File: src/rtl/dds_word_sequencer.sv
`timescale 1ns/1ps
`default_nettype none
// ============================================================================
// Module  : dds_word_sequencer
// Brief   : Queues DDS control words and issues them one by one to the SPI
//           stage, skipping consecutive duplicates and pacing on spi_ready.
// Rev     : 1.0  initial release
// ============================================================================
module dds_word_sequencer #(
    parameter int DEPTH       = 8,
    parameter int ACK_TIMEOUT = 16,
    parameter int GAP_CYCLES  = 4
) (
    input  logic                     clk,
    input  logic                     rstn,
    input  logic [15:0]              wr_data,
    input  logic                     wr_en,
    input  logic                     flush,
    input  logic                     clr_err,
    input  logic                     spi_ready,
    output logic [15:0]              out_data,
    output logic                     out_update,
    output logic [$clog2(DEPTH):0]   level,
    output logic                     full,
    output logic                     empty,
    output logic                     busy,
    output logic                     skipped,
    output logic                     overflow,
    output logic                     err_timeout
);

    localparam int c_aw = $clog2(DEPTH);
    localparam int c_tw = $clog2(ACK_TIMEOUT + 1);
    localparam int c_gw = $clog2(GAP_CYCLES + 1);
    localparam logic [c_aw:0]   c_full_level = (c_aw + 1)'(DEPTH);
    localparam logic [c_tw-1:0] c_timer_last = c_tw'(ACK_TIMEOUT - 1);
    localparam logic [c_gw-1:0] c_gap_last   = c_gw'(GAP_CYCLES - 1);

    typedef enum logic [1:0] {
        S_IDLE      = 2'd0,
        S_WAIT_BUSY = 2'd1,
        S_WAIT_DONE = 2'd2,
        S_GAP       = 2'd3
    } state_t;

    state_t            r_state, w_next_state;
    logic [15:0]       r_mem [DEPTH];
    logic [c_aw-1:0]   r_wr_ptr, r_rd_ptr;
    logic [c_aw:0]     r_level;
    logic [15:0]       r_last_word, r_out_data;
    logic              r_update, r_skipped, r_overflow, r_err_timeout;
    logic [c_tw-1:0]   r_timer, w_timer_next;
    logic [c_gw-1:0]   r_gap, w_gap_next;

    logic              w_full, w_empty, w_push, w_pop, w_issue, w_timeout, w_drop;
    logic [15:0]       w_head;

    assign w_full  = (r_level == c_full_level);
    assign w_empty = (r_level == '0);
    assign w_head  = r_mem[r_rd_ptr];
    assign w_push  = wr_en && !w_full && !flush;
    // A write into a full FIFO is lost even if a pop frees a slot this cycle.
    assign w_drop  = wr_en && w_full && !flush;

    always_comb begin
        w_next_state = r_state;
        w_pop        = 1'b0;
        w_issue      = 1'b0;
        w_timeout    = 1'b0;
        w_timer_next = r_timer;
        w_gap_next   = r_gap;
        case (r_state)
            S_IDLE: begin
                if (!w_empty) begin
                    w_pop = 1'b1;
                    if (w_head != r_last_word) begin
                        w_issue      = 1'b1;
                        w_next_state = S_WAIT_BUSY;
                        w_timer_next = '0;
                    end
                end
            end
            S_WAIT_BUSY: begin
                w_timer_next = r_timer + c_tw'(1);
                if (!spi_ready) begin
                    w_next_state = S_WAIT_DONE;
                end else if (r_timer == c_timer_last) begin
                    w_timeout    = 1'b1;
                    w_next_state = S_GAP;
                    w_gap_next   = '0;
                end
            end
            S_WAIT_DONE: begin
                if (spi_ready) begin
                    w_next_state = S_GAP;
                    w_gap_next   = '0;
                end
            end
            S_GAP: begin
                w_gap_next = r_gap + c_gw'(1);
                if (r_gap == c_gap_last) begin
                    w_next_state = S_IDLE;
                end
            end
            default: w_next_state = S_IDLE;
        endcase
    end

    always_ff @(posedge clk or negedge rstn) begin
        if (!rstn) begin
            r_state       <= S_IDLE;
            r_timer       <= '0;
            r_gap         <= '0;
            r_last_word   <= '0;
            r_out_data    <= '0;
            r_update      <= 1'b0;
            r_skipped     <= 1'b0;
            r_overflow    <= 1'b0;
            r_err_timeout <= 1'b0;
        end else begin
            r_state   <= w_next_state;
            r_timer   <= w_timer_next;
            r_gap     <= w_gap_next;
            r_update  <= w_issue;
            r_skipped <= w_pop && !w_issue;
            if (w_issue) begin
                r_out_data  <= w_head;
                r_last_word <= w_head;
            end
            if (w_drop) begin
                r_overflow <= 1'b1;
            end else if (clr_err) begin
                r_overflow <= 1'b0;
            end
            if (w_timeout) begin
                r_err_timeout <= 1'b1;
            end else if (clr_err) begin
                r_err_timeout <= 1'b0;
            end
        end
    end

    // Flush wins over both push and pop; the popped head is still consumed.
    always_ff @(posedge clk or negedge rstn) begin
        if (!rstn) begin
            r_wr_ptr <= '0;
            r_rd_ptr <= '0;
            r_level  <= '0;
        end else if (flush) begin
            r_wr_ptr <= '0;
            r_rd_ptr <= '0;
            r_level  <= '0;
        end else begin
            if (w_push) begin
                r_wr_ptr <= r_wr_ptr + c_aw'(1);
            end
            if (w_pop) begin
                r_rd_ptr <= r_rd_ptr + c_aw'(1);
            end
            case ({w_push, w_pop})
                2'b10:   r_level <= r_level + (c_aw + 1)'(1);
                2'b01:   r_level <= r_level - (c_aw + 1)'(1);
                default: r_level <= r_level;
            endcase
        end
    end

    always_ff @(posedge clk) begin
        if (w_push) begin
            r_mem[r_wr_ptr] <= wr_data;
        end
    end

    assign out_data    = r_out_data;
    assign out_update  = r_update;
    assign level       = r_level;
    assign full        = w_full;
    assign empty       = w_empty;
    assign busy        = (r_state != S_IDLE);
    assign skipped     = r_skipped;
    assign overflow    = r_overflow;
    assign err_timeout = r_err_timeout;

endmodule
`default_nettype wire

File: config.mk
export PLATFORM = sky130hd
export DESIGN_NAME = dds_word_sequencer
export DESIGN_NICKNAME = d
export VERILOG_FILES = /design/src/rtl/dds_word_sequencer.sv
export SDC_FILE = /design/constraint.sdc
export NUM_CORES = 1
export LEC_CHECK = 0
export ABC_AREA = 1
export BUFFER_PORTS_ARGS = -buffer_cell sky130_fd_sc_hd__buf_2
export CORE_MARGIN = 2
export CORE_UTILIZATION = 55
export CTS_CLUSTER_DIAMETER = 200
export DETAILED_ROUTE_END_ITERATION = 7
export PLACE_DENSITY = 0.75
export SYNTH_ARGS = -nofsm -noshare
export SYNTH_HDL_FRONTEND = slang
export SYNTH_SLANG_ARGS = --single-unit
File: constraint.sdc
create_clock -name clk -period 5.7 [get_ports clk]
set_input_delay 1.71 -clock clk [delete_from_list [all_inputs] [get_ports clk]]
set_output_delay 1.71 -clock clk [all_outputs]
set_load 0.01 [all_outputs]
# Yosys cells after proc, flatten, opt, wreduce, memory -nomap -nowiden

Memory sizes are Yosys's and may differ from the RTL's.
Index checks and enable logic that the tools add are counted.

Flip-flop bits (word level): 40
RAM bits: 128
Output and inout port bits: 27
Word-level logic and storage cells: 88
Memories: 1

Memories:

| memory | depth | width | read ports | clocked after Yosys merged registers in | write ports | line | RTL |
|---|---|---|---|---|---|---|---|
| r_mem  | 8     | 16    | 1          | 0                                       | 1           | 47   | `logic [15:0] r_mem [DEPTH];` |

Add/subtract/negate cells: 6
Eq/ne operators: 16
Multiplexer cells: 33
Reduce and logical (&&, ||, !) cells: 21

Operators with widths:

| cell                                                                  | count |
|---|---|
| 3-bit 2-to-1 mux                                                      | 7 |
| 16-bit != test                                                        | 1 |
| 1-bit 2-to-1 mux                                                      | 13 |
| 2-bit 2-to-1 mux                                                      | 6 |
| 2-bit != test, second input constant                                  | 6 |
| 2-bit nonzero test                                                    | 6 |
| 5-bit 2-to-1 mux                                                      | 2 |
| 5-bit case mux with 2 select lines                                    | 1 |
| 3-bit by 1-bit adder with 3-bit output, second input constant         | 3 |
| 3-bit case mux with 3 select lines                                    | 1 |
| 2-bit case mux with 4 select lines                                    | 1 |
| 4-bit case mux with 2 select lines                                    | 1 |
| 2-bit equality test, second input constant                            | 3 |
| 3-bit nonzero test                                                    | 2 |
| 5-bit by 1-bit adder with 5-bit output, second input constant         | 1 |
| 5-bit by 4-bit equality test with 1-bit output, second input constant | 1 |
| 1-bit logical AND                                                     | 5 |
| 5-bit AND reduction                                                   | 1 |
| 4-bit by 1-bit adder with 4-bit output, second input constant         | 1 |
| 2-bit by 1-bit equality test with 1-bit output, second input constant | 2 |
| 4-bit equality test, second input constant                            | 1 |
| 4-bit logical NOT                                                     | 1 |
| 4-bit 2-to-1 mux                                                      | 1 |
| 4-bit AND reduction                                                   | 1 |
| 6 further kinds                                                       | 8 |

# Logic depth before layout (Yosys ltp)

Gate-level depths: netlist of the first run.

Word-level depth: 7
Mapped depth: 19
Gate-level depth less buffers: 17

# Worst setup path after synthesis of the first run

OpenSTA, ideal clock, no wires.

Kind: input to register
Start: input port wr_en
End: memory r_mem[0][0] (enable)
Library setup time: 388 ps
Arrival time: 2817 ps
Data required time: 5312 ps
Setup slack: 2495 ps
Cell stages on the path: 4
Buffers on the path: 0
Cell sequence: nand2_1 nor2_1 nand2_1 nor2_1

Word-level cells in the longest chain between the ends: 4

RTL lines:

| element                                | line | RTL |
|---|---|---|
| from (decl)                            | 17   | `input logic wr_en,` |
| 1-bit logical AND (2 in series)        | 61   | `assign w_push = wr_en && !w_full && !flush;` |
| 1-bit 2-to-1 mux                       | 169  | `if (w_push) begin` |
| 1-bit 2-to-1 mux (implied by the code) | 170  | `r_mem[r_wr_ptr] <= wr_data;` |
| to (decl)                              | 47   |  |

No other way between the ends.

# Final worst setup path of the first run

Start: register r_rd_ptr[0]
End: register r_timer[2]

Word-level cells in the longest chain between the ends: 4

RTL lines:

| element                       | line | RTL |
|---|---|---|
| from (decl)                   | 48   | `logic [c_aw-1:0] r_wr_ptr, r_rd_ptr;` |
| from (signal assigned)        | 158  | `r_rd_ptr <= r_rd_ptr + c_aw'(1);` |
| memory read 8 x 16 bit        | --   |  |
| 16-bit != test                | 76   | `if (w_head != r_last_word) begin` |
| 2-bit != test (no line)       | --   |  |
| 3-bit AND reduction (no line) | --   |  |
| to (signal assigned)          | 122  | `r_timer <= w_timer_next;` |
| to (decl)                     | 52   | `logic [c_tw-1:0] r_timer, w_timer_next;` |

No other way between the ends.
A chain may end at the register's enable or synchronous reset.

==> metrics.sh, run 1 <==
CLKPWRFRAC=0.270
FINAL_ANTENNA_NET_COUNT=0
TRITONCTS='done'
GRT.TOTAL_USAGE=0.234
POWER_W=0.00393
START_KIND='register'
NUMBER_OF_ANTENNA_VIOLATIONS_AT_THE_FIRST_CHECK_IN_GLOBAL_ROUTING=0
FIRST_GLOBAL_VIAS=5148
AVGVIACOUNTPERCELL=5.23
POST_SYNTH_MUX_AREA_SHARE=0
TOTALWIRELENGTH_MM=15.9
GRT_FIRST_PASS_WIRELENGTH_MM=25.8
WORST_SETUP_HOLD_PATH_CLK_SLEW_PS=70
STATUS='finished clean'
DIE_W_UM=121
WORST_PIN_SLEW_PS=1180
CORE-AREA_UM2=13300
DETAILEDROUTE.FIRSTPASSITERATIONCOUNT=6
TIMING.MAX_SLEW.REL_SLACK=0.214
FINAL_DESIGN_AREA_NO_FILL_UM2=8480
WORST_IR_DROP_VDD_mV=0.261
CTSLONGESTPATHBUFFERS=2
MAX-CAP-VIOLATIONS=0
CTS_SINKS=168
TIMING.CRITICAL_PATH.FANOUT_MAX=76
POSTCTSSETUPREPAIRBUFS=0
SWITCHINGPOWER_W=0.00148
SYNTH_SEQ_AREA_SHARE=0.639
LAYOUT-DRIVE-GT1-SHARE=0.113
INTERNAL_POWER_W=0.00245
CRITICAL_PATH.SLOWEST_CELL='sky130_fd_sc_hd__nand2_1'
SYNTHXORXNORAREAFRAC=0.00462
SYNTH.NET_COUNT=815
HTREE_NUM_LEVELS=4
TIMING.SETUP.CRITICAL_PATH_CLASS='reg -> reg'
GRT_MAX_DEGREE=77
LOGIC_DEPTH_OF_THE_WORST_REGISTER_TO_REGISTER_PATH=16
FINALMAXSLEWVIOLATIONS=0
SYNTH.LIB_CELLS_USED.DISTINCT=26
ROUTED-VIA-COUNT=5325
NUM_IO_PINS=49
CRITPATHCAPTURE='r_timer[2]'
ACHIEVABLE-FREQUENCY_GHz=0.244
CRIT_PATH_CELL_TRACE='buf_4 -> inv_2 -> nand2_1 -> nand2_1 -> nand2_1 -> nand3_1 -> nand3b_1 -> nand2_1 -> nor2_1 -> nand2_1 -> nor2_1 -> nand2_1 -> nand2_1 -> nand2_2 -> nand3_1 -> nand2_1'
FLOORPLAN.INITIALDENSITY=0.568
SYNTH-ADDER-AREA-SHARE=0.0198
DETAILED_PLACE_HPWL_MM=9.59
FINAL_NET_COUNT=864
POST_CTS_RESIZE_COUNT=0
SYNTH-WARNING-COUNT=0
ANTENNA-DIODE-COUNT=0
MAPPEDNETLISTAREA_UM2=7580
MULTI_INPUT_AREA_UM2=2180
PERIOD_NEEDED_PS=4100
FIN_SETUP_TNS_PS=0
AREA_GROWTH_FROM_SYNTHESIS_TO_LAYOUT_PCT=11.8
REGISTER_AREA_UM2=4850
REG2REG_SETUP_SLACK_PS=1600
SETUP.WORST_PATH.START='r_rd_ptr[0]'
CLK_LATENCY_PS=430
FINAL_CELL_COUNT_NO_FILL=1019
FINALHOLDVIOLCOUNT=0
WP_DATA_ARRIVAL_PS=4410
POST-PLACE-CELLS=987
DIE_H_UM=121
RSZ0062_AT_GRT='no'
CLOCKROOTBUFFER='sky130_fd_sc_hd__clkbuf_16'
LEAKAGEPOWER_nW=3.82
P_SEQ_FRAC=0.394
SETUP_VIOLATIONS=0
YOSYS.AREA_SHARE.SIMPLE=0.229
END_OF_THE_WORST_REGISTER_TO_REGISTER_PATH='r_timer[2]'
DPL_CELL_AREA_UM2=7930
P_COMB_FRAC=0.336
REMAINING_DRC_ERRORS=0
FILLERS=1059
FLOORPLAN.ROWS=42
CTS_BUF_COUNT=17
SYNTH_COMPOUND_AREA_FRAC=0.0333
ROUTABILITYCONGESTION=0.812
CRITICAL_PATH.MAX_STAGE_DELAY_PS=870
REMAINING_GLOBAL_ROUTE_OVERFLOW=0
DETAILEDPLACE.WORSTSLACK_PS=1640
DIE_AREA_UM2=14700
IO_BUFFER_COUNT=48
AVGROUTEDWIREPERCELL_UM=15.6
CTS-HOLD-FIX-BUFFERS=0
WORST_SETUP_PATH_END_KIND='register'
CRIT-REG2REG-LAUNCH='r_rd_ptr[0]'
TIMING.CRITICAL_PATH.REQUIRED_PS=6010
PERIOD_SHARE=0.719
YOSYS_REGISTER_BITS=168
SYNTH_TOP_FAMILY_BY_AREA='simple AND/OR/NAND/NOR gates'
POWER_DENSITY_nW_PER_UM2=464
CLOCK_SKEW_PS=7.99
NETSWITCHINGFRACTION=0.377
MIN-DELAY-PATH-CLASS='reg -> reg'
DRT-INITIAL-DRC-COUNT=453
FINAL_CRITICAL_PATH_SETUP_SLACK_PS=1600
SYNTHESIS.AREA_PER_INSTANCE_UM2=9.71
PATH_COMMON_CELL='sky130_fd_sc_hd__nand2_1'
POST_SYNTH_INST_COUNT=781
## stage by stage
step | hold WS, ps | util
2_1_floorplan | 457 | -
3_3_place_gp | 476 | 0.594
3_5_place_dp | 514 | 0.594
4_1_cts | 529 | 0.635
5_1_grt | 544 | 0.635
6_report | 522 | 0.635
## kinds of logic after synthesis
group                      after synthesis
buffers and inverters                  128
AOI/OAI and AO/OA                       48
and+or+nand+nor                        421
adders and majority gates               12
DFF                                    168
xor gates and xnor gates                 4
## synthesized netlist by cell type
library cell | number | area share
sky130_fd_sc_hd__buf_2 | 15 | 0.0099
sky130_fd_sc_hd__a31oi_1 | 2 | 0.0017
sky130_fd_sc_hd__clkbuf_1 | 1 | 0.00049
sky130_fd_sc_hd__a211oi_1 | 1 | 0.00099
sky130_fd_sc_hd__o21ai_1 | 15 | 0.0099
sky130_fd_sc_hd__o22ai_1 | 4 | 0.0033
sky130_fd_sc_hd__a21oi_1 | 6 | 0.0040
sky130_fd_sc_hd__dfrtp_1 | 40 | 0.13
sky130_fd_sc_hd__inv_1 | 98 | 0.049
sky130_fd_sc_hd__xor2_1 | 2 | 0.0023
sky130_fd_sc_hd__nand3b_1 | 15 | 0.015
sky130_fd_sc_hd__and3_1 | 1 | 0.00083
sky130_fd_sc_hd__buf_4 | 6 | 0.0059
sky130_fd_sc_hd__o211ai_1 | 1 | 0.00099
sky130_fd_sc_hd__nand2_2 | 1 | 0.00083
sky130_fd_sc_hd__buf_6 | 5 | 0.0074
sky130_fd_sc_hd__xnor2_1 | 2 | 0.0023
sky130_fd_sc_hd__or2_2 | 1 | 0.00083
sky130_fd_sc_hd__ha_1 | 12 | 0.020
sky130_fd_sc_hd__nor2_1 | 56 | 0.028
sky130_fd_sc_hd__edfxtp_1 | 128 | 0.51
sky130_fd_sc_hd__o21ai_0 | 19 | 0.013
sky130_fd_sc_hd__nand3_1 | 76 | 0.050
sky130_fd_sc_hd__inv_2 | 2 | 0.00099
sky130_fd_sc_hd__nand2_1 | 271 | 0.13
sky130_fd_sc_hd__buf_1 | 1 | 0.00049
## power groups by stage
stage	Clock, W	Combinational (W)	Sequential [W]
final	0.00106	0.00132	0.00155
after global placement	0	0.00125	0.00157
after CTS	0.00107	0.00132	0.00155
after detailed placement	0	0.00131	0.00157
after floorplan	0	0.00101	0.00157
after global routing	0.00112	0.00151	0.00157
## registers in the layout, indices dropped and copies added, names as in the netlist
signal,count
skipped,1
overflow,1
out_update,1
r_gap,3
r_rd_ptr,3
out_data,16
r_wr_ptr,3
r_mem,128
r_timer,5
level,4
err_timeout,1
r_state,2
## placed cells by master, fill, tap and decap left out
cell type / Yosys / routed
sky130_fd_sc_hd__a211oi_1: 1 / 1
sky130_fd_sc_hd__a21oi_1: 6 / 6
sky130_fd_sc_hd__a31oi_1: 2 / 2
sky130_fd_sc_hd__and3_1: 1 / 1
sky130_fd_sc_hd__buf_2: 15 / 48
sky130_fd_sc_hd__buf_4: 6 / 10
sky130_fd_sc_hd__clkbuf_16: 0 / 17
sky130_fd_sc_hd__clkinv_2: 0 / 3
sky130_fd_sc_hd__clkinv_4: 0 / 3
sky130_fd_sc_hd__clkinvlp_4: 0 / 2
sky130_fd_sc_hd__dfrtp_1: 40 / 39
sky130_fd_sc_hd__dfrtp_2: 0 / 1
sky130_fd_sc_hd__edfxtp_1: 128 / 128
sky130_fd_sc_hd__ha_1: 12 / 12
sky130_fd_sc_hd__inv_1: 98 / 98
sky130_fd_sc_hd__inv_2: 2 / 2
sky130_fd_sc_hd__inv_6: 0 / 7
sky130_fd_sc_hd__nand2_1: 271 / 271
sky130_fd_sc_hd__nand2_2: 1 / 1
sky130_fd_sc_hd__nand3_1: 76 / 76
sky130_fd_sc_hd__nand3b_1: 15 / 15
sky130_fd_sc_hd__nor2_1: 56 / 56
sky130_fd_sc_hd__o211ai_1: 1 / 1
sky130_fd_sc_hd__o21ai_0: 19 / 19
sky130_fd_sc_hd__o21ai_1: 15 / 15
sky130_fd_sc_hd__o22ai_1: 4 / 4
sky130_fd_sc_hd__or2_2: 1 / 1
sky130_fd_sc_hd__xnor2_1: 2 / 2
sky130_fd_sc_hd__xor2_1: 2 / 2
## cell type report
cell class / count / area share
tap: 176 / 0.0260
sequential: 168 / 0.572
timing repair buffer: 58 / 0.0372
multi-input combinational: 485 / 0.257
clock buffer: 17 / 0.0502
inverter: 100 / 0.0443
clock inverter: 15 / 0.0139
## per-layer routing
metal / routed length (µm) / track usage / up-vias
met4: 337 / 0.0963 / 0
met2: 7980 / 0.398 / 175
met5: 0 / 0 / -
li1: - / - / 2627
met1: 6680 / 0.296 / 2494
met3: 922 / 0.0423 / 29
## worst min path at each step
stage / startpoint / end / slack [ps] / cells past startpoint
CTS: r_gap[1] / r_gap[1] / 530 / 2
finish: overflow / overflow / 520 / 2
detailed placement: r_gap[1] / r_gap[1] / 510 / 2
floorplan: r_gap[1] / r_gap[1] / 460 / 2
global placement: r_gap[1] / r_gap[1] / 480 / 2
global route: overflow / overflow / 540 / 2
## critical path: cells and delay by family, from the launching register on
kind                   cells  cell delay [ps]
DFF                        1              340
and+or+nand+nor           14             2420
buffers and inverters      2             1180
No activity file was read; power rests on OpenSTA's default activity.
==> run 2: changes to the inputs <==
--- a/config.mk
+++ b/config.mk
@@ -5,13 +5,13 @@
 export SDC_FILE = /design/constraint.sdc
 export NUM_CORES = 1
 export LEC_CHECK = 0
-export ABC_AREA = 1
+export ABC_AREA = 0
 export BUFFER_PORTS_ARGS = -buffer_cell sky130_fd_sc_hd__buf_2
 export CORE_MARGIN = 2
 export CORE_UTILIZATION = 55
 export CTS_CLUSTER_DIAMETER = 200
 export DETAILED_ROUTE_END_ITERATION = 7
-export PLACE_DENSITY = 0.75
+export PLACE_DENSITY = 0.76
 export SYNTH_ARGS = -nofsm -noshare
 export SYNTH_HDL_FRONTEND = slang
 export SYNTH_SLANG_ARGS = --single-unit
==> constraint.sdc (replaced) <==
create_clock -name clk -period 3.82 [get_ports clk]
set_input_delay 1.146 -clock clk [delete_from_list [all_inputs] [get_ports clk]]
set_output_delay 1.146 -clock clk [all_outputs]
set_load 0.01 [all_outputs]
==> metrics.sh, run 2 <==
FINAL_NET_COUNT=546
CTSLONGESTPATHBUFFERS=2
FINALHOLDVIOLCOUNT=0
POSTCTSSETUPREPAIRBUFS=0
FINAL_DESIGN_AREA_NO_FILL_UM2=8150
SETUP_VIOLATIONS=0
STATUS='finished clean'
DIE_AREA_UM2=13800
COMMONEST_NON_FILL_NON_TAP_CELLS_IN_THE_LAYOUT='sky130_fd_sc_hd__edfxtp_1, sky130_fd_sc_hd__buf_2, sky130_fd_sc_hd__dfrtp_1, sky130_fd_sc_hd__mux2i_1, sky130_fd_sc_hd__nor2_1'
WORST_PIN_SLEW_PS=942
PERIOD_SHARE=0.832
CRIT_FAMILY='simple AND/OR/NAND/NOR gates'
TIMING.MAX_SLEW.REL_SLACK=0.372
REMAINING_DRC_ERRORS=0
WP_DATA_ARRIVAL_PS=3490
CP.BUFFERS_INVERTERS=2
CTS_BUF_COUNT=17
ANTENNA-DIODE-COUNT=0
GRT_FIRST_PASS_WIRELENGTH_MM=21.6
TOTALWIRELENGTH_MM=13.3
ROUTABILITYCONGESTION=0.786
HTREE_NUM_LEVELS=4
GRT_MAX_DEGREE=41
FINALMAXSLEWVIOLATIONS=0
ACHIEVABLE-FREQUENCY_GHz=0.315
TIMING.CRITICAL_PATH.FANOUT_MAX=32
PERIOD_NEEDED_PS=3180
SYNTH_SEQ_AREA_SHARE=0.684
LARGEST_REG_FLOPS=128
FINAL_ANTENNA_NET_COUNT=0
NUMBER_OF_ANTENNA_VIOLATIONS_AT_THE_FIRST_CHECK_IN_GLOBAL_ROUTING=0
AVGROUTEDWIREPERCELL_UM=19.1
WORST_SETUP_PATH_END_KIND='register'
POWER_DENSITY_nW_PER_UM2=679
YOSYS-TOP-CELLS-COUNT='sky130_fd_sc_hd__edfxtp_1, sky130_fd_sc_hd__dfrtp_1, sky130_fd_sc_hd__mux2i_1, sky130_fd_sc_hd__nor2_1'
DETAILEDROUTE.FIRSTPASSITERATIONCOUNT=4
YOSYS_REGISTER_BITS=168
AREA_GROWTH_FROM_SYNTHESIS_TO_LAYOUT_PCT=15.1
YOSYS.AREA.TOP_TYPE='sky130_fd_sc_hd__edfxtp_1'
CORE-AREA_UM2=12600
CTS-HOLD-FIX-BUFFERS=0
FLOORPLAN.INITIALDENSITY=0.561
WORST_IR_DROP_VDD_mV=0.333
CTS_SINKS=168
WORST_SETUP_HOLD_PATH_CLK_SLEW_PS=60
CRIT_PATH_CELL_TRACE='buf_12 -> mux2_2 -> o22ai_1 -> nor3_1 -> or4b_4 -> nor4_4 -> a21oi_2 -> buf_4 -> mux2_1'
SYNTH.NET_COUNT=479
LAYOUT-DRIVE-GT1-SHARE=0.246
DRT-INITIAL-DRC-COUNT=244
NUMBER_OF_FLOPS_MAPPED_TO_ENABLE_CELLS_BY_YOSYS=128
POST_SYNTH_INST_COUNT=445
FINAL_COMMON_CELL='sky130_fd_sc_hd__edfxtp_1'
FIRST_GLOBAL_VIAS=4060
TIMING.SETUP.CRITICAL_PATH_CLASS='reg -> reg'
POST_CTS_RESIZE_COUNT=0
MIN-DELAY-PATH-CLASS='reg -> reg'
SYNTH.TOP_CELLS.BY_AREA='sky130_fd_sc_hd__edfxtp_1, sky130_fd_sc_hd__dfrtp_1, sky130_fd_sc_hd__mux2i_1, sky130_fd_sc_hd__mux4_2, sky130_fd_sc_hd__ha_1'
DETAILED_PLACE_HPWL_MM=8.31
START_KIND='register'
DIE_W_UM=117
ROUTED-VIA-COUNT=3937
CRITICAL_PATH.MAX_STAGE_DELAY_PS=500
RSZ0062_AT_GRT='no'
DIE_H_UM=117
SYNTH.LIB_CELLS_USED.DISTINCT=51
TRITONCTS='done'
YOSYSMOSTFREQUENTCELL='sky130_fd_sc_hd__edfxtp_1'
SYNTH-WARNING-COUNT=0
TOP_REGISTER='r_mem'
CLOCK_SKEW_PS=7.65
UTILIZATION=0.646
TIMING.CRITICAL_PATH.REQUIRED_PS=4130
ASYNCSETRESETFLOPFRACSYNTH=0.238
CLOCKROOTBUFFER='sky130_fd_sc_hd__clkbuf_16'
AVGVIACOUNTPERCELL=5.65
CRITICAL_PATH.SLOWEST_CELL='sky130_fd_sc_hd__or4b_4'
IO_BUFFER_COUNT=48
LEAKAGEPOWER_nW=2.97
MAPPEDNETLISTAREA_UM2=7080
MAX-CAP-VIOLATIONS=0
SYNTH_TOP_AREA_SHARE=0.543
FLOORPLAN.ROWS=41
CLK_LATENCY_PS=430
SYNTHESIS.AREA_PER_INSTANCE_UM2=15.9
GRT.TOTAL_USAGE=0.209
REMAINING_GLOBAL_ROUTE_OVERFLOW=0
FIN_SETUP_TNS_PS=0
SYNTH-MAIN-FF-CELL='sky130_fd_sc_hd__edfxtp_1'
NUM_IO_PINS=49
DPL_CELL_AREA_UM2=7590
==> run 2: cell types whose count changed after synthesis, sizes merged, moves of 11 or more <==
cell	delta
mux2	+20
nand2	-262
nand3	-68
nand3b	-14
xor2	+11
buf	-16
nor2	-23
inv	-84
o21ai	-18
a22o	+14
mux4	+14
mux2i	+37
==> run 2: cell type report <==
| class | count | area [µm²] |
|---|---|---|
| Sequential cell | 168 | 4850 |
| Fill cell | 932 | 4470 |
| Multi-Input combinational cell | 245 | 2090 |
| Clock buffer | 20 | 437 |
| Timing Repair Buffer | 64 | 373 |
| Tap cell | 172 | 215 |
| Clock inverter | 12 | 129 |
| Inverter | 16 | 60.1 |
==> run 2: logic make-up (layout without fill, tap and decap cells) <==
family | count (synthesis) | after routing | synth area share
DFF | 168 | 168 | 0.684
and+or+nand+nor | 87 | 87 | 0.0666
muxes | 71 | 71 | 0.129
AOI/OAI and AO/OA | 60 | 60 | 0.0590
buffers and inverters | 32 | 112 | 0.0221
xor gates and xnor gates | 15 | 15 | 0.0185
adders and majority gates | 12 | 12 | 0.0212
==> run 2: worst paths after layout <==
kind                            depth (start not counted)         from  slack [ps]      endpoint
worst min-delay path                                    1   r_timer[4]         510    r_timer[4]
min in group asynchronous                               1         rstn         860      level[3]
max in group asynchronous                               1         rstn        2310   r_rd_ptr[0]
worst max register to register                          9  r_rd_ptr[0]         640  out_data[11]
worst min register to register                          1   r_timer[4]         510    r_timer[4]
worst max-delay path                                    9  r_rd_ptr[0]         640  out_data[11]
==> run 2: per-stage QoR <==
| stage | cells | hold slack, ps | power, W | worst slack (ps) |
|---|---|---|---|---|
| global placement | 665 | 473 | 0.00390 | 658 |
| floorplan | 445 | 466 | 0.00354 | 643 |
| global route | 697 | 520 | 0.00583 | 457 |
| detailed placement | 665 | 491 | 0.00395 | 595 |
| CTS | 697 | 510 | 0.00558 | 580 |
| finish | 697 | 507 | 0.00554 | 643 |
==> run 2: where the power goes <==
group          internal [W]  switching [W]  total (W)
logic              0.000737       0.000813    0.00155
clock network      0.000957       0.000671    0.00163
registers           0.00217       0.000185    0.00236
total               0.00387        0.00167    0.00554
==> run 2: worst reg2reg max path, stage by stage, from the launching register on <==
cell,delay [ps]
sky130_fd_sc_hd__dfrtp_2,380
sky130_fd_sc_hd__buf_12,240
sky130_fd_sc_hd__mux2_2,370
sky130_fd_sc_hd__o22ai_1,260
sky130_fd_sc_hd__nor3_1,90
sky130_fd_sc_hd__or4b_4,500
sky130_fd_sc_hd__nor4_4,370
sky130_fd_sc_hd__a21oi_2,260
sky130_fd_sc_hd__buf_4,260
sky130_fd_sc_hd__mux2_1,330
==> run 2: routing by layer <==
| layer | global-route usage | vias up | wire length, µm |
|---|---|---|---|
| li1 | - | 1840 | - |
| met2 | 0.337 | 112 | 6620 |
| met4 | 0.100 | 0 | 302 |
| met3 | 0.0455 | 22 | 624 |
| met5 | 0 | - | 0 |
| met1 | 0.274 | 1963 | 5800 |
==> run 3: changes to the inputs <==
--- a/config.mk
+++ b/config.mk
@@ -5,13 +5,13 @@
 export SDC_FILE = /design/constraint.sdc
 export NUM_CORES = 1
 export LEC_CHECK = 0
-export ABC_AREA = 0
+export ABC_AREA = 1
 export BUFFER_PORTS_ARGS = -buffer_cell sky130_fd_sc_hd__buf_2
 export CORE_MARGIN = 2
 export CORE_UTILIZATION = 55
 export CTS_CLUSTER_DIAMETER = 200
 export DETAILED_ROUTE_END_ITERATION = 7
-export PLACE_DENSITY = 0.76
+export PLACE_DENSITY = 0.75
 export SYNTH_ARGS = -nofsm -noshare
 export SYNTH_HDL_FRONTEND = slang
 export SYNTH_SLANG_ARGS = --single-unit
==> constraint.sdc (replaced) <==
create_clock -name clk -period 3.3 [get_ports clk]
set_input_delay 0.99 -clock clk [delete_from_list [all_inputs] [get_ports clk]]
set_output_delay 0.99 -clock clk [all_outputs]
set_load 0.01 [all_outputs]
==> metrics.sh, run 3 (synthesized netlist as in run 1, its figures left out) <==
GRT_FIRST_PASS_WIRELENGTH_MM=26.1
POWER_DENSITY_nW_PER_UM2=829
START_KIND='register'
ACHIEVABLE-FREQUENCY_GHz=0.365
FINALMAXSLEWVIOLATIONS=0
AREA_GROWTH_FROM_SYNTHESIS_TO_LAYOUT_PCT=14.1
FINAL_COMMON_CELL='sky130_fd_sc_hd__nand2_1'
DIE_H_UM=121
CLK_LATENCY_PS=430
WP_DATA_ARRIVAL_PS=3080
DETAILEDROUTE.FIRSTPASSITERATIONCOUNT=6
FIN_SETUP_TNS_PS=0
WORST_PIN_SLEW_PS=767
CTS_SINKS=168
GRT.TOTAL_USAGE=0.238
NUMBER_OF_ANTENNA_VIOLATIONS_AT_THE_FIRST_CHECK_IN_GLOBAL_ROUTING=0
GRT_MAX_DEGREE=76
IO_BUFFER_COUNT=48
HOLDWS_PS=510
ROUTED-VIA-COUNT=5516
FLOORPLAN.ROWS=42
TIMING.CRITICAL_PATH.REQUIRED_PS=3640
FINAL_NET_COUNT=871
FINAL_DESIGN_AREA_NO_FILL_UM2=8650
TOP_REGISTER='r_mem'
STATUS='finished clean'
CTS_BUF_COUNT=17
PERIOD_SHARE=0.831
WORST_SETUP_PATH_END_KIND='register'
MULTI_INPUT_AREA_UM2=2180
HOLD_DEPTH=2
TOTALWIRELENGTH_MM=16.4
HTREE_NUM_LEVELS=4
FIRST_GLOBAL_VIAS=5446
POST_CTS_RESIZE_COUNT=0
ANTENNA-DIODE-COUNT=0
MAX-CAP-VIOLATIONS=0
DPL_CELL_AREA_UM2=8010
LOGIC_DEPTH_OF_THE_WORST_REGISTER_TO_REGISTER_PATH=16
FLOORPLAN.INITIALDENSITY=0.568
REMAINING_DRC_ERRORS=0
ROUTABILITYCONGESTION=0.786
CTS-HOLD-FIX-BUFFERS=0
REGISTER_AREA_UM2=4850
CTSLONGESTPATHBUFFERS=2
AVGROUTEDWIREPERCELL_UM=16.0
WORST_SETUP_HOLD_PATH_CLK_SLEW_PS=70
TRITONCTS='done'
TIMING.CRITICAL_PATH.FANOUT_MAX=75
DIE_W_UM=121
LEAKAGEPOWER_nW=3.91
LARGEST_REG_FLOPS=128
MIN-DELAY-PATH-CLASS='reg -> reg'
DIE_AREA_UM2=14700
FINAL_ANTENNA_NET_COUNT=0
SETUP_VIOLATIONS=0
REMAINING_GLOBAL_ROUTE_OVERFLOW=0
WORST_IR_DROP_VDD_mV=0.503
CLOCKROOTBUFFER='sky130_fd_sc_hd__clkbuf_16'
LAYOUT-DRIVE-GT1-SHARE=0.120
CORE-AREA_UM2=13300
TIMING.MAX_SLEW.REL_SLACK=0.489
FINALHOLDVIOLCOUNT=0
POSTCTSSETUPREPAIRBUFS=0
CLOCK_SKEW_PS=8.07
POWER_W=0.00717
DETAILED_PLACE_HPWL_MM=9.93
FILLERS=1054
AVGVIACOUNTPERCELL=5.38
COMMONEST_NON_FILL_NON_TAP_CELLS_IN_THE_LAYOUT='sky130_fd_sc_hd__nand2_1, sky130_fd_sc_hd__edfxtp_1, sky130_fd_sc_hd__inv_1, sky130_fd_sc_hd__nand3_1, sky130_fd_sc_hd__nor2_1'
DRT-INITIAL-DRC-COUNT=473
POST-PLACE-CELLS=994
RSZ0062_AT_GRT='no'
PERIOD_NEEDED_PS=2740
TIMING.SETUP.CRITICAL_PATH_CLASS='reg -> reg'
NUM_IO_PINS=49
FINAL_CELL_COUNT_NO_FILL=1026
==> run 3: area by class of cell <==
type                            instances  share of cell area
Inverter                              100              0.0434
Multi-Input combinational cell        485               0.252
Tap cell                              176              0.0255
Sequential cell                       168               0.560
Timing Repair Buffer                   65              0.0454
Clock inverter                         15              0.0249
Clock buffer                           17              0.0492
==> run 3: where the power goes <==
part	internal (W)	leakage, nW	total [W]	switching, W
clock	0.00128	0.309	0.00212	0.000841
sequential	0.00249	1.68	0.00267	0.000176
combinational	0.000826	1.93	0.00238	0.00156
==> run 3: final timing paths <==
kind | from | slack [ps] | endpoint
worst max-delay path | r_rd_ptr[0] | 560 | out_data[2]
worst min-delay path | r_gap[1] | 510 | r_gap[1]
worst max register to register | r_rd_ptr[0] | 560 | out_data[2]
worst min register to register | r_gap[1] | 510 | r_gap[1]
max in group asynchronous | rstn | 2010 | out_data[14]
min in group asynchronous | rstn | 620 | r_timer[3]
==> run 3: per-layer routing <==
layer  vias to the layer above  GRT usage  part of all wire
met5                         -          0                 0
met4                         0      0.136             0.033
met3                        44     0.0555             0.054
met2                       182      0.389              0.49
met1                      2646      0.289              0.42
li1                       2644          -                 -
==> run 3: critical path, cell delays in order (launching register included) <==
cell	delay (ps)
sky130_fd_sc_hd__dfrtp_2	360
sky130_fd_sc_hd__buf_4	610
sky130_fd_sc_hd__nor2_1	120
sky130_fd_sc_hd__nor2_1	120
sky130_fd_sc_hd__o21ai_1	80
sky130_fd_sc_hd__nand3_1	100
sky130_fd_sc_hd__nand2_1	80
sky130_fd_sc_hd__nand2_1	60
sky130_fd_sc_hd__nand2_1	50
sky130_fd_sc_hd__nor2_1	190
sky130_fd_sc_hd__nand2_1	100
sky130_fd_sc_hd__nor2_1	100
sky130_fd_sc_hd__nand2_1	90
sky130_fd_sc_hd__nand2_1	90
sky130_fd_sc_hd__buf_4	270
sky130_fd_sc_hd__nand2_1	90
sky130_fd_sc_hd__o21ai_0	100
==> run 3: per-stage QoR <==
stage / utilization / setup slack, ps
global route: 0.648 / 241
floorplan: - / 815
CTS: 0.648 / 560
detailed placement: 0.600 / 583
global placement: 0.600 / 690
finish: 0.648 / 558
